**src/rtl/if_prefetch.sv**
```systemverilog
// Instruction prefetch unit: owns the PC, issues one fetch per cycle into a
// fixed-latency instruction memory, and buffers responses in a small queue
// that decode drains with a valid/ready handshake. Redirects, interrupts and
// exceptions flush the queue and restart fetching at the new PC.
//
// Handshake: an entry moves to decode on any cycle where out_valid and
// out_ready are both 1. out_valid does not depend on out_ready. A flush in
// the same cycle still counts the head as consumed, but the queue is emptied.
module if_prefetch #(
    parameter int                 ADDR_W   = 32,
    parameter int                 INST_W   = 32,
    parameter int                 DEPTH    = 4,
    parameter logic [ADDR_W-1:0]  RESET_PC = 32'h8000_0000,
    parameter logic [ADDR_W-1:0]  IRQ_VEC  = 32'h8000_0004,
    parameter logic [ADDR_W-1:0]  EXC_VEC  = 32'h8000_0008
) (
    input  logic                        clk,
    input  logic                        rst_n,
    output logic                        imem_req,
    output logic [ADDR_W-1:0]           imem_addr,
    input  logic [INST_W-1:0]           imem_rdata,
    input  logic                        redirect_valid,
    input  logic [ADDR_W-1:0]           redirect_target,
    input  logic [1:0]                  status,
    output logic                        out_valid,
    input  logic                        out_ready,
    output logic [ADDR_W-1:0]           out_pc_plus4,
    output logic [INST_W-1:0]           out_inst,
    output logic [$clog2(DEPTH):0]      occupancy
);

    localparam int PTR_W = $clog2(DEPTH);
    localparam int CNT_W = PTR_W + 1;

    // PC and the single outstanding fetch
    logic [ADDR_W-1:0] pc_q;
    logic [ADDR_W-1:0] fetch_pc4_q;   // PC+4 of the fetch whose data arrives now
    logic              fetch_live_q;  // 0 means "kill": no response is pushed
    logic              sys_mode_q;    // set by interrupt/exception, cleared by redirect

    // Queue storage and bookkeeping
    logic [ADDR_W-1:0] q_pc4  [DEPTH];
    logic [INST_W-1:0] q_inst [DEPTH];
    logic [PTR_W-1:0]  wr_ptr_q;
    logic [PTR_W-1:0]  rd_ptr_q;
    logic [CNT_W-1:0]  count_q;

    logic              flush;
    logic              push;
    logic              pop;
    logic              has_room;
    logic [ADDR_W-1:0] flush_target;
    logic [ADDR_W-1:0] flush_pc;
    logic [ADDR_W-1:0] pc_inc;
    logic [ADDR_W-1:0] push_pc4;

    // Flush target selection: interrupt beats exception beats redirect
    always_comb begin
        flush = redirect_valid || (status != 2'b00);
        if (status[1]) begin
            flush_target = IRQ_VEC;
        end else if (status[0]) begin
            flush_target = EXC_VEC;
        end else begin
            flush_target = redirect_target;
        end
        flush_pc = {flush_target[ADDR_W-1:2], 2'b00};
    end

    // Fetch issue, sequential PC increment and queue push/pop qualification
    always_comb begin
        // The top PC bit is a mode bit: the increment wraps below it.
        pc_inc    = {pc_q[ADDR_W-1], pc_q[ADDR_W-2:0] + (ADDR_W-1)'(4)};
        has_room  = (count_q + CNT_W'(fetch_live_q)) < CNT_W'(DEPTH);
        imem_req  = rst_n && has_room && !flush;
        imem_addr = pc_q;
        push      = fetch_live_q && !flush;
        pop       = out_valid && out_ready && !flush;
        push_pc4  = fetch_pc4_q;
        push_pc4[ADDR_W-1] = fetch_pc4_q[ADDR_W-1] | sys_mode_q;
    end

    assign out_valid    = (count_q != '0);
    assign occupancy    = count_q;
    assign out_pc_plus4 = q_pc4[rd_ptr_q];
    assign out_inst     = q_inst[rd_ptr_q];

    // PC, outstanding-fetch tracking and the sticky system-mode flag
    always_ff @(posedge clk or negedge rst_n) begin
        if (!rst_n) begin
            pc_q         <= RESET_PC;
            fetch_pc4_q  <= '0;
            fetch_live_q <= 1'b0;
            sys_mode_q   <= 1'b0;
        end else if (flush) begin
            pc_q         <= flush_pc;
            fetch_live_q <= 1'b0;
            sys_mode_q   <= (status != 2'b00);
        end else begin
            fetch_live_q <= imem_req;
            if (imem_req) begin
                pc_q        <= pc_inc;
                fetch_pc4_q <= pc_inc;
            end
        end
    end

    // Queue pointers and occupancy count; flush empties the queue
    always_ff @(posedge clk or negedge rst_n) begin
        if (!rst_n) begin
            wr_ptr_q <= '0;
            rd_ptr_q <= '0;
            count_q  <= '0;
        end else if (flush) begin
            wr_ptr_q <= '0;
            rd_ptr_q <= '0;
            count_q  <= '0;
        end else begin
            if (push) begin
                wr_ptr_q <= wr_ptr_q + PTR_W'(1);
            end
            if (pop) begin
                rd_ptr_q <= rd_ptr_q + PTR_W'(1);
            end
            case ({push, pop})
                2'b10:   count_q <= count_q + CNT_W'(1);
                2'b01:   count_q <= count_q - CNT_W'(1);
                default: count_q <= count_q;
            endcase
        end
    end

    // Queue storage; cleared on reset so the head outputs read zero
    always_ff @(posedge clk or negedge rst_n) begin
        if (!rst_n) begin
            for (int i = 0; i < DEPTH; i++) begin
                q_pc4[i]  <= '0;
                q_inst[i] <= '0;
            end
        end else if (push) begin
            q_pc4[wr_ptr_q]  <= push_pc4;
            q_inst[wr_ptr_q] <= imem_rdata;
        end
    end

endmodule
```
**config.mk**
```make
export PLATFORM = sky130hd
export DESIGN_NAME = if_prefetch
export DESIGN_NICKNAME = d
export VERILOG_FILES = /design/src/rtl/if_prefetch.sv
export SDC_FILE = /design/constraint.sdc
export NUM_CORES = 1
export LEC_CHECK = 0
export CAP_MARGIN = 30
export CORE_MARGIN = 5
export CORE_UTILIZATION = 56
export DETAILED_ROUTE_END_ITERATION = 12
export PLACE_DENSITY_LB_ADDON = 0.1
export SETUP_SLACK_MARGIN = 0.3
export SYNTH_ARGS = -nofsm -noshare
export SYNTH_HDL_FRONTEND = slang
export SYNTH_SLANG_ARGS = --single-unit
export TNS_END_PERCENT = 5
```
**constraint.sdc**
```tcl
create_clock -name clk -period 3.1 [get_ports clk]
set_input_delay 0.62 -clock clk [delete_from_list [all_inputs] [get_ports clk]]
set_output_delay 0.62 -clock clk [all_outputs]
set_load 0.02 [all_outputs]
```
==> results.py, run 1 <==
metrics = {
    "run_status": {
        "outcome": "finished clean",
    },
    "setup_path": {
        "cp-end-kind": "primary output",
        "cp_max_fo": 6,
        "startpoint_type": "flop",
        "worst_ep_arrival_time_ns": 2.31,
        "worst_ep_required_time_ns": 2.48,
        "crit_type": "flop to primary output",
    },
    "timing": {
        "finalHoldViolations": 0,
        "slew_headroom_pct": 44.9,
        "drv_slew": 0,
        "fin_crit_sh_pct": 94.6,
        "max_freq_mhz": 341,
        "fin_setup_tns_ns": 0,
        "worst_pin_slew_ns": 0.826,
        "fin_crit_ns": 2.93,
        "fin_skew_ns": 0.00992,
        "finalSetupViolCount": 0,
        "rsz0062_at_grt": "true",
    },
    "cells_and_area": {
        "syn_to_final_growth_pct": 23.2,
        "layout_common_cells": "dfrtp_1, mux2_2, clkdlybuf4s50_1",
        "fin_nets": 1271,
        "final_util_pct": 70.2,
        "n_antenna_cell": 0,
        "fillers": 1815,
        "drive_gt1_share_pct": 34.2,
        "layout_commonest_cell": "dfrtp_1",
    },
    "floorplan": {
        "initial_utilization_pct": 57.0,
        "rows": 58,
        "die_w_um": 170,
        "io_pins": 171,
        "core_area_um2": 25300,
        "die-area_um2": 29000,
        "die_y_um": 170,
    },
    "synth": {
        "muxShareOfSynthArea_pct": 29.2,
        "synth_area_um2": 14400,
        "synth_ff_type": "dfrtp_1",
        "syn_avg_cell_area_um2": 14.1,
        "yosysUniqueCellTypes": 48,
        "synth_fa_ha_area_share_pct": 0.574,
        "netlist_instances": 1020,
        "synth-simple-area-share_pct": 5.51,
        "synth_edf_count": 0,
        "ys_ff_latch": 317,
        "synth_warnings": 0,
        "yosysSeqAreaShare_pct": 55.2,
        "synth-xor-area-share_pct": 3.35,
        "synth_compound_area_share_pct": 3.64,
        "synth_top_family_by_area": "multiplexers",
        "async_reset_ff_share_pct": 100,
    },
    "grt": {
        "grt_pass1_vias": 9544,
        "gr-usage-all-layers_pct": 22.4,
        "antenna_found_initial": 0,
        "grt_max_degree": 109,
        "grt_first_pass_wirelength_um": 51900,
        "overflow": 0,
    },
    "clock_network": {
        "htree_levels": 2,
        "clkTransAtPathRegs_ns": 0.06,
        "clkSinkCount": 317,
        "cts_made_buffers": 36,
        "cts_tree": "built",
        "clockRootBuffer": "clkbuf_16",
        "cts_buffer_depth": 3,
        "clock_latency_ns": 0.50,
    },
    "route": {
        "drt_iter0_markers": 528,
        "avgViaCountPerCell": 5.75,
        "drtAntennaViolNets": 0,
        "vias": 8903,
        "routed_wirelength_um": 31600,
        "wl_per_cell_um": 20.4,
        "drc": 0,
        "drt_pre_antenna_iters": 4,
    },
    "power_and_ir_drop": {
        "leakage_uw": 0.00822,
        "powerDensity_nw_per_um2": 523,
        "ir_drop_v": 0.000498,
    },
    "placement": {
        "dpl.hpwl_um": 20500,
        "io_buffer_count": 164,
        "gp_congestion": 0.814,
    },
    "flow_run": {
        "cap_violations": 0,
    },
    "min_path": {
        "min_path_type": "input port to async pin",
    },
}
==> Yosys cell counts, types with 12 or more instances <==
cell type | instances | area share [%]
o21ai_1 | 12 | 0.42
dfrtp_1 | 316 | 55
buf_2 | 24 | 0.84
xor2_1 | 12 | 0.73
a21oi_1 | 23 | 0.80
nand3_1 | 13 | 0.45
nor2_1 | 22 | 0.57
o21ai_0 | 46 | 1.6
mux4_2 | 62 | 9.7
xnor2_1 | 43 | 2.6
clkbuf_1 | 29 | 0.76
mux2_2 | 244 | 19
nor3_1 | 13 | 0.45
nand2_1 | 61 | 1.6
==> metal layers <==
metal,GRT usage [%],vias to the layer above,wire (um)
li1,-,4058,-
met1,31.8,4593,14000
met2,36.1,209,15200
met3,4.74,43,1810
met4,5.14,0,526
met5,0,-,0
==> cell type report <==
| type | count | area (um2) | area share, % |
|---|---|---|---|
| sequential | 317 | 7940 | 44.8 |
| multi-input combinational | 625 | 6130 | 34.6 |
| timing repair buffer | 205 | 2050 | 11.6 |
| clock buffer | 51 | 1020 | 5.75 |
| tap | 330 | 413 | 2.33 |
| clock inverter | 11 | 133 | 0.748 |
| inverter | 10 | 37.5 | 0.212 |
==> power by group <==
part / switching (uW) / internal [uW] / total (uW)
sequential: 110 / 4260 / 4370
combinational: 398 / 374 / 772
clock: 1590 / 2530 / 4120
total: 2100 / 7170 / 9270
==> state kept, by name, indices dropped and copies added (netlist names) <==
| register | cells |
|---|---|
| wr_ptr_q | 2 |
| q_pc4 | 120 |
| imem_addr | 30 |
| occupancy | 3 |
| sys_mode_q | 1 |
| rd_ptr_q | 2 |
| q_inst | 128 |
| fetch_pc4_q | 30 |
| fetch_live_q | 1 |
==> critical path, stage by stage, from the launching register on <==
cell and delay, ns:
dfrtp_4 0.50, buf_4 0.22, mux4_2 0.53, clkdlybuf4s50_1 0.56
==> through the flow <==
| stage | total power [uW] | cell area, um2 | hold WS (ns) | std cells | setup WS (ns) |
|---|---|---|---|---|---|
| after floorplan | 4790 | 14400 | 0.324 | 1023 | 0.426 |
| after global placement | 5240 | 16500 | 0.415 | 1480 | 0.144 |
| after detailed placement | 5260 | 16500 | 0.414 | 1481 | 0.140 |
| after CTS | 9370 | 17700 | 0.238 | 1548 | 0.114 |
| after global routing | 9660 | 17700 | 0.266 | 1549 | 0.0888 |
| final | 9270 | 17700 | 0.217 | 1549 | 0.169 |
==> logic make-up (layout without fill, tap and decap cells) <==
group	count (synthesis)	after routing
compound gates	96	96
xor+xnor	55	55
fa+ha+maj	6	6
buf+inv	81	277
flops	317	317
mux	311	311
other cells	1	4
simple gates	153	153
==> worst paths after layout <==
| path | from | end | slack (ns) | cells past startpoint |
|---|---|---|---|---|
| max reg2reg | imem_addr[10]$_DFFE_PN0P_ | imem_addr[29]$_DFFE_PN0P_ | 0.57 | 5 |
| min | rst_n | q_inst[125]$_DFFE_PN0P_ | 0.22 | 2 |
| max | rd_ptr_q[0]$_DFFE_PN0P_ | out_pc_plus4[24] | 0.17 | 3 |
| min reg2reg | q_pc4[95]$_DFFE_PN0P_ | q_pc4[95]$_DFFE_PN0P_ | 0.48 | 2 |
| max in group asynchronous | rst_n | rd_ptr_q[0]$_DFFE_PN0P_ | 1.50 | 3 |
| min in group clk | q_pc4[95]$_DFFE_PN0P_ | q_pc4[95]$_DFFE_PN0P_ | 0.48 | 2 |
==> repair_timing <==
action / CTS / global route
resized for setup: 34 / 2
endpoints found under the setup margin: 63 / 59
buffers inserted: 4 / 0
hold endpoints to repair: 2 / 0
hold buffers: 1 / 0
Power figures use the tool's default switching activity.
==> run 2, diff against run 1 <==
--- a/config.mk
+++ b/config.mk
@@ -11,4 +11,5 @@
 export DETAILED_ROUTE_END_ITERATION = 12
 export PLACE_DENSITY_LB_ADDON = 0.1
+export RECOVER_POWER = 25
 export SETUP_SLACK_MARGIN = 0.3
 export SYNTH_ARGS = -nofsm -noshare
==> constraint.sdc (replaced) <==
create_clock -name clk -period 2.81 [get_ports clk]
set_input_delay 0.562 -clock clk [delete_from_list [all_inputs] [get_ports clk]]
set_output_delay 0.562 -clock clk [all_outputs]
set_load 0.05 [all_outputs]
==> results.py, run 2 (synthesis gave the netlist of run 1 again) <==
metrics = {
    "run_status": {
        "outcome": "complete, but fails checks",
        "violations": "max-capacitance violations, max-slew violations",
    },
    "placement": {
        "io_buffer_count": 164,
        "dp_cells": 1482,
        "gp_congestion": 0.861,
        "dpl.hpwl_um": 20300,
    },
    "min_path": {
        "worstHoldStart": "q_pc4[95]$_DFFE_PN0P_",
        "min_path_type": "flop to flop",
    },
    "timing": {
        "finalHoldViolations": 0,
        "fin_hold_ws_ns": 0.475,
        "slew_headroom_pct": -13.0,
        "drv_slew": 202,
        "worst_pin_slew_ns": 1.70,
        "fin_skew_ns": 0.0118,
        "fin_crit_ns": 2.58,
        "fin_setup_tns_ns": 0,
        "max_freq_mhz": 388,
        "rsz0062_at_grt": "true",
        "fin_crit_sh_pct": 91.7,
        "finalSetupViolCount": 0,
    },
    "setup_path": {
        "r2r-start": "occupancy[0]$_DFFE_PN0P_",
        "worst_ep_required_time_ns": 2.25,
        "crit_type": "flop to primary output",
        "cp-end-kind": "primary output",
        "crit_path_start": "rd_ptr_q[0]$_DFFE_PN0P_",
        "cp_max_fo": 7,
        "startpoint_type": "flop",
        "worst_ep_arrival_time_ns": 2.01,
    },
    "floorplan": {
        "die-area_um2": 29000,
        "io_pins": 171,
        "die_w_um": 170,
        "die_y_um": 170,
        "initial_utilization_pct": 57.0,
        "rows": 58,
        "core_area_um2": 25300,
    },
    "cells_and_area": {
        "largest_register_ffs": 128,
        "n_antenna_cell": 0,
        "reg_top3": "q_inst (128), q_pc4 (120)",
        "syn_to_final_growth_pct": 24.2,
        "drive_gt1_share_pct": 39.6,
        "layout_commonest_cell": "dfrtp_1",
        "layout_common_cells": "dfrtp_1, mux2_2, clkdlybuf4s50_1",
        "fin_nets": 1277,
        "regMostFlops": "q_inst",
        "final_util_pct": 70.7,
        "final_cells": 1557,
    },
    "route": {
        "wl_per_cell_um": 21.1,
        "drt_iter0_markers": 506,
        "avgViaCountPerCell": 5.75,
        "drtAntennaViolNets": 0,
        "drt_pre_antenna_iters": 4,
        "drc": 0,
        "vias": 8960,
        "routed_wirelength_um": 32800,
    },
    "grt": {
        "grt_first_pass_wirelength_um": 51900,
        "antenna_found_initial": 0,
        "gr-usage-all-layers_pct": 22.5,
        "grt_pass1_vias": 9428,
        "grt_max_degree": 171,
        "overflow": 0,
    },
    "clock_network": {
        "clkTransAtPathRegs_ns": 0.06,
        "cts_tree": "built",
        "clock_latency_ns": 0.50,
        "clockRootBuffer": "clkbuf_16",
        "cts_made_buffers": 35,
        "htree_levels": 2,
        "cts_buffer_depth": 3,
        "clkSinkCount": 317,
    },
    "power_and_ir_drop": {
        "leakage_uw": 0.00826,
        "powerDensity_nw_per_um2": 585,
        "ir_drop_v": 0.000526,
    },
    "flow_run": {
        "cap_violations": 2,
    },
}
==> run 2: cell count changes in the layout (fill, tap and decap cells not counted), moves of 2 or more <==
cell	previous run	this run
dfrtp_1	314	312
dlymetal6s2s_1	2	0
buf_12	8	12
clkbuf_1	10	16
dlygate4sd2_1	33	1
buf_4	29	68
dfrtp_2	0	2
buf_6	1	19
clkdlybuf4s50_1	128	99
clkbuf_16	37	42
==> run 2: stage by stage <==
| step | total power (uW) | area, um2 | setup slack, ns |
|---|---|---|---|
| after global routing | 10800 | 17900 | 0.184 |
| after global placement | 5980 | 16400 | 0.184 |
| after CTS | 10500 | 17600 | 0.145 |
| after floorplan | 5520 | 14400 | 0.205 |
| after detailed placement | 6000 | 16400 | 0.177 |
| final | 10500 | 17900 | 0.234 |
==> run 2: worst max-delay path: stages (launching register included) <==
cell and delay [ns]:
dfrtp_4 0.46, buf_12 0.16, buf_8 0.15, mux4_2 0.52
buf_4 0.21
==> run 2: what timing repair did <==
action,CTS,global route
endpoints found under the setup margin,64,64
hold endpoints to repair,13,0
cloned,1,7
hold buffers,1,0
setup buffers,0,3
resized for setup,6,24
==> run 2: cell type report <==
type                       count  area [um2]
timing repair buffer         212        2200
clock buffer                  54        1020
clock inverter                 9         120
multi-input combinational    625        6130
fill                        1752        7390
sequential                   317        7940
inverter                      10        37.5
tap                          330         413
==> run 2: where the power goes <==
group | switching, uW | internal (uW) | total [uW]
clock | 1750 | 2780 | 4530
sequential | 120 | 4700 | 4820
combinational | 676 | 425 | 1100
total | 2550 | 7900 | 10500
==> run 2: metal layers <==
layer  track usage [%]  share of wire (%)  wire length (um)  vias to the layer above
met2              35.4                 47             15400                      236
met3              4.55                6.3              2060                       45
met5                 0                  0                 0                        -
met1              32.9                 45             14800                     4602
met4              4.90                1.6               529                        0
li1                  -                  -                 -                     4077
==> run 2: path summary, 6_finish.rpt <==
kind	to	slack (ns)	cells past startpoint
max in group asynchronous	q_inst[70]$_DFFE_PN0P_	0.66	3
setup reg to reg	occupancy[2]$_DFFE_PN0P_	0.42	7
setup / recovery	out_inst[0]	0.23	4
hold / removal	q_pc4[95]$_DFFE_PN0P_	0.48	2
min in group asynchronous	q_inst[118]$_DFFE_PN0P_	0.77	2
hold reg to reg	q_pc4[95]$_DFFE_PN0P_	0.48	2
==> run 3, diff against run 2 <==
Settings changed: CAP_MARGIN 30 to not set, SETUP_SLACK_MARGIN 0.3 to not set.
==> results.py, run 3 (synthesis gave the netlist of run 1 again) <==
metrics = {
    "run_status": {
        "outcome": "finished clean",
    },
    "setup_path": {
        "cpPeakStageDelay_ns": 0.72,
        "r2r_setup_slack_ns": 0.33,
        "worstPathCellList": "or3_1 > clkdlybuf4s50_1",
        "worst_ep_required_time_ns": 2.25,
        "startpoint_type": "flop",
        "crit_path_start": "occupancy[0]$_DFFE_PN0P_",
        "cp_slowest_cell": "clkdlybuf4s50_1",
        "crit_type": "flop to primary output",
        "cp_max_fo": 7,
        "timing.rr.end": "occupancy[2]$_DFFE_PN0P_",
        "cp-end-kind": "primary output",
        "worst_ep_arrival_time_ns": 2.15,
        "endpoint": "out_valid",
        "r2r_cells": 7,
        "r2r-start": "occupancy[0]$_DFFE_PN0P_",
    },
    "floorplan": {
        "io_pins": 171,
        "initial_utilization_pct": 57.0,
        "rows": 58,
        "die_w_um": 170,
        "die-area_um2": 29000,
        "die_y_um": 170,
        "core_area_um2": 25300,
    },
    "timing": {
        "rsz0062_at_grt": "false",
        "finalSetupViolCount": 0,
        "worst_pin_slew_ns": 1.41,
        "slew_headroom_pct": 6.27,
        "fin_crit_ns": 2.71,
        "max_freq_mhz": 369,
        "drv_slew": 0,
        "fin_skew_ns": 0.0153,
        "fin_setup_tns_ns": 0,
        "finalHoldViolations": 0,
        "fin_ws_ns": 0.100,
        "fin_crit_sh_pct": 96.4,
    },
    "cells_and_area": {
        "drive_gt1_share_pct": 38.7,
        "fin_nets": 1267,
        "reg_top3": "q_inst (128), q_pc4 (120)",
        "layout_commonest_cell": "dfrtp_1",
        "n_antenna_cell": 0,
        "final_cells": 1546,
        "fillers": 1865,
        "largest_register_ffs": 128,
        "layout_common_cells": "dfrtp_1, mux2_2, clkdlybuf4s50_1",
        "syn_to_final_growth_pct": 22.1,
        "regMostFlops": "q_inst",
        "fin_area_um2": 17600,
    },
    "route": {
        "avgViaCountPerCell": 5.75,
        "top_layer": "met4",
        "routed_wirelength_um": 31100,
        "route.met2.wl_um": 15200,
        "drtAntennaViolNets": 0,
        "drt_iter0_markers": 607,
        "wl_met1_um": 13800,
        "drc": 0,
        "vias": 8895,
        "routed-wl-met3_um": 1570,
        "wl_per_cell_um": 20.1,
        "drt_pre_antenna_iters": 5,
    },
    "clock_network": {
        "clockRootBuffer": "clkbuf_16",
        "clkTransAtPathRegs_ns": 0.06,
        "cts_made_buffers": 34,
        "clock_latency_ns": 0.50,
        "htree_levels": 2,
        "clkSinkCount": 317,
        "cts_buffer_depth": 3,
        "cts_tree": "built",
        "cts_resized": 0,
    },
    "placement": {
        "io_buffer_count": 164,
        "dpl.hpwl_um": 20500,
        "gp_congestion": 0.836,
        "dp_cells": 1479,
        "dpl_cell_area_um2": 16400,
        "post-place-ws_ns": 0.203,
    },
    "min_path": {
        "min_path_type": "flop to flop",
    },
    "power_and_ir_drop": {
        "leakage_uw": 0.00814,
        "powerDensity_nw_per_um2": 589,
        "ir_drop_v": 0.000500,
    },
    "grt": {
        "grt_first_pass_wirelength_um": 51900,
        "grt_pass1_vias": 9546,
        "overflow": 0,
        "antenna_found_initial": 0,
        "grt_max_degree": 116,
        "gr-usage-all-layers_pct": 22.3,
    },
    "flow_run": {
        "cap_violations": 0,
    },
}
## run 3: cell types whose count changed in the layout (fill, tap and decap cells not counted), moves of 2 or more
cell | before | now
buf_16 | 2 | 0
buf_4 | 68 | 84
buf_6 | 19 | 0
clkbuf_16 | 42 | 37
clkbuf_8 | 3 | 5
dfrtp_1 | 312 | 314
## run 3: how the worst min path moves through the flow
| stage | cells past startpoint | end | from | slack, ns |
|---|---|---|---|---|
| 2_1_floorplan | 0 | fetch_live_q$_DFF_PN0_ | rst_n | 0.27 |
| 3_3_place_gp | 1 | q_inst[92]$_DFFE_PN0P_ | rst_n | 0.42 |
| 3_5_place_dp | 1 | q_inst[92]$_DFFE_PN0P_ | rst_n | 0.42 |
| 4_1_cts | 2 | q_pc4[127]$_DFFE_PN0P_ | q_pc4[127]$_DFFE_PN0P_ | 0.48 |
| 5_1_grt | 2 | q_inst[121]$_DFFE_PN0P_ | rst_n | 0.51 |
| 6_report | 2 | q_pc4[127]$_DFFE_PN0P_ | q_pc4[127]$_DFFE_PN0P_ | 0.48 |
## run 3: through the flow
| step | total power [uW] | utilization, % | hold slack (ns) |
|---|---|---|---|
| floorplan | 5520 | - | 0.266 |
| global placement | 5990 | 65.0 | 0.423 |
| detailed placement | 6000 | 65.0 | 0.424 |
| CTS | 10500 | 69.5 | 0.484 |
| global route | 10800 | 69.5 | 0.509 |
| finish | 10400 | 69.5 | 0.478 |
## run 3: metal layers
layer,GRT usage [%],vias to the layer above
li1,-,4075
met1,31.4,4576
met2,36.4,204
met3,4.37,40
met4,4.76,0
met5,0,-
## run 3: critical path: cells and delay by family (launching register included)
family / cells / cell delay (ns)
buffers and inverters: 1 / 0.72
DFF: 1 / 0.49
and+or+nand+nor: 1 / 0.45
## run 3: power by group
part	switching (uW)	total, uW	leakage [uW]	internal (uW)
clock	1720	4450	0.000554	2720
sequential	119	4820	0.00437	4700
combinational	670	1080	0.00322	413
total	2510	10400	0.00814	7840
## run 3: cell type report
class | count | area (um2) | area share (%)
timing repair buffer | 203 | 1920 | 10.9
inverter | 10 | 37.5 | 0.214
clock inverter | 7 | 85.1 | 0.485
tap | 330 | 413 | 2.35
sequential | 317 | 7940 | 45.2
multi-input combinational | 625 | 6130 | 34.9
clock buffer | 54 | 1040 | 5.92
## run 3: timing repair
action,in CTS,in global routing
hold endpoints to repair,21,0
buffers inserted,0,5
hold buffers,1,0
setup endpoints to repair,0,5
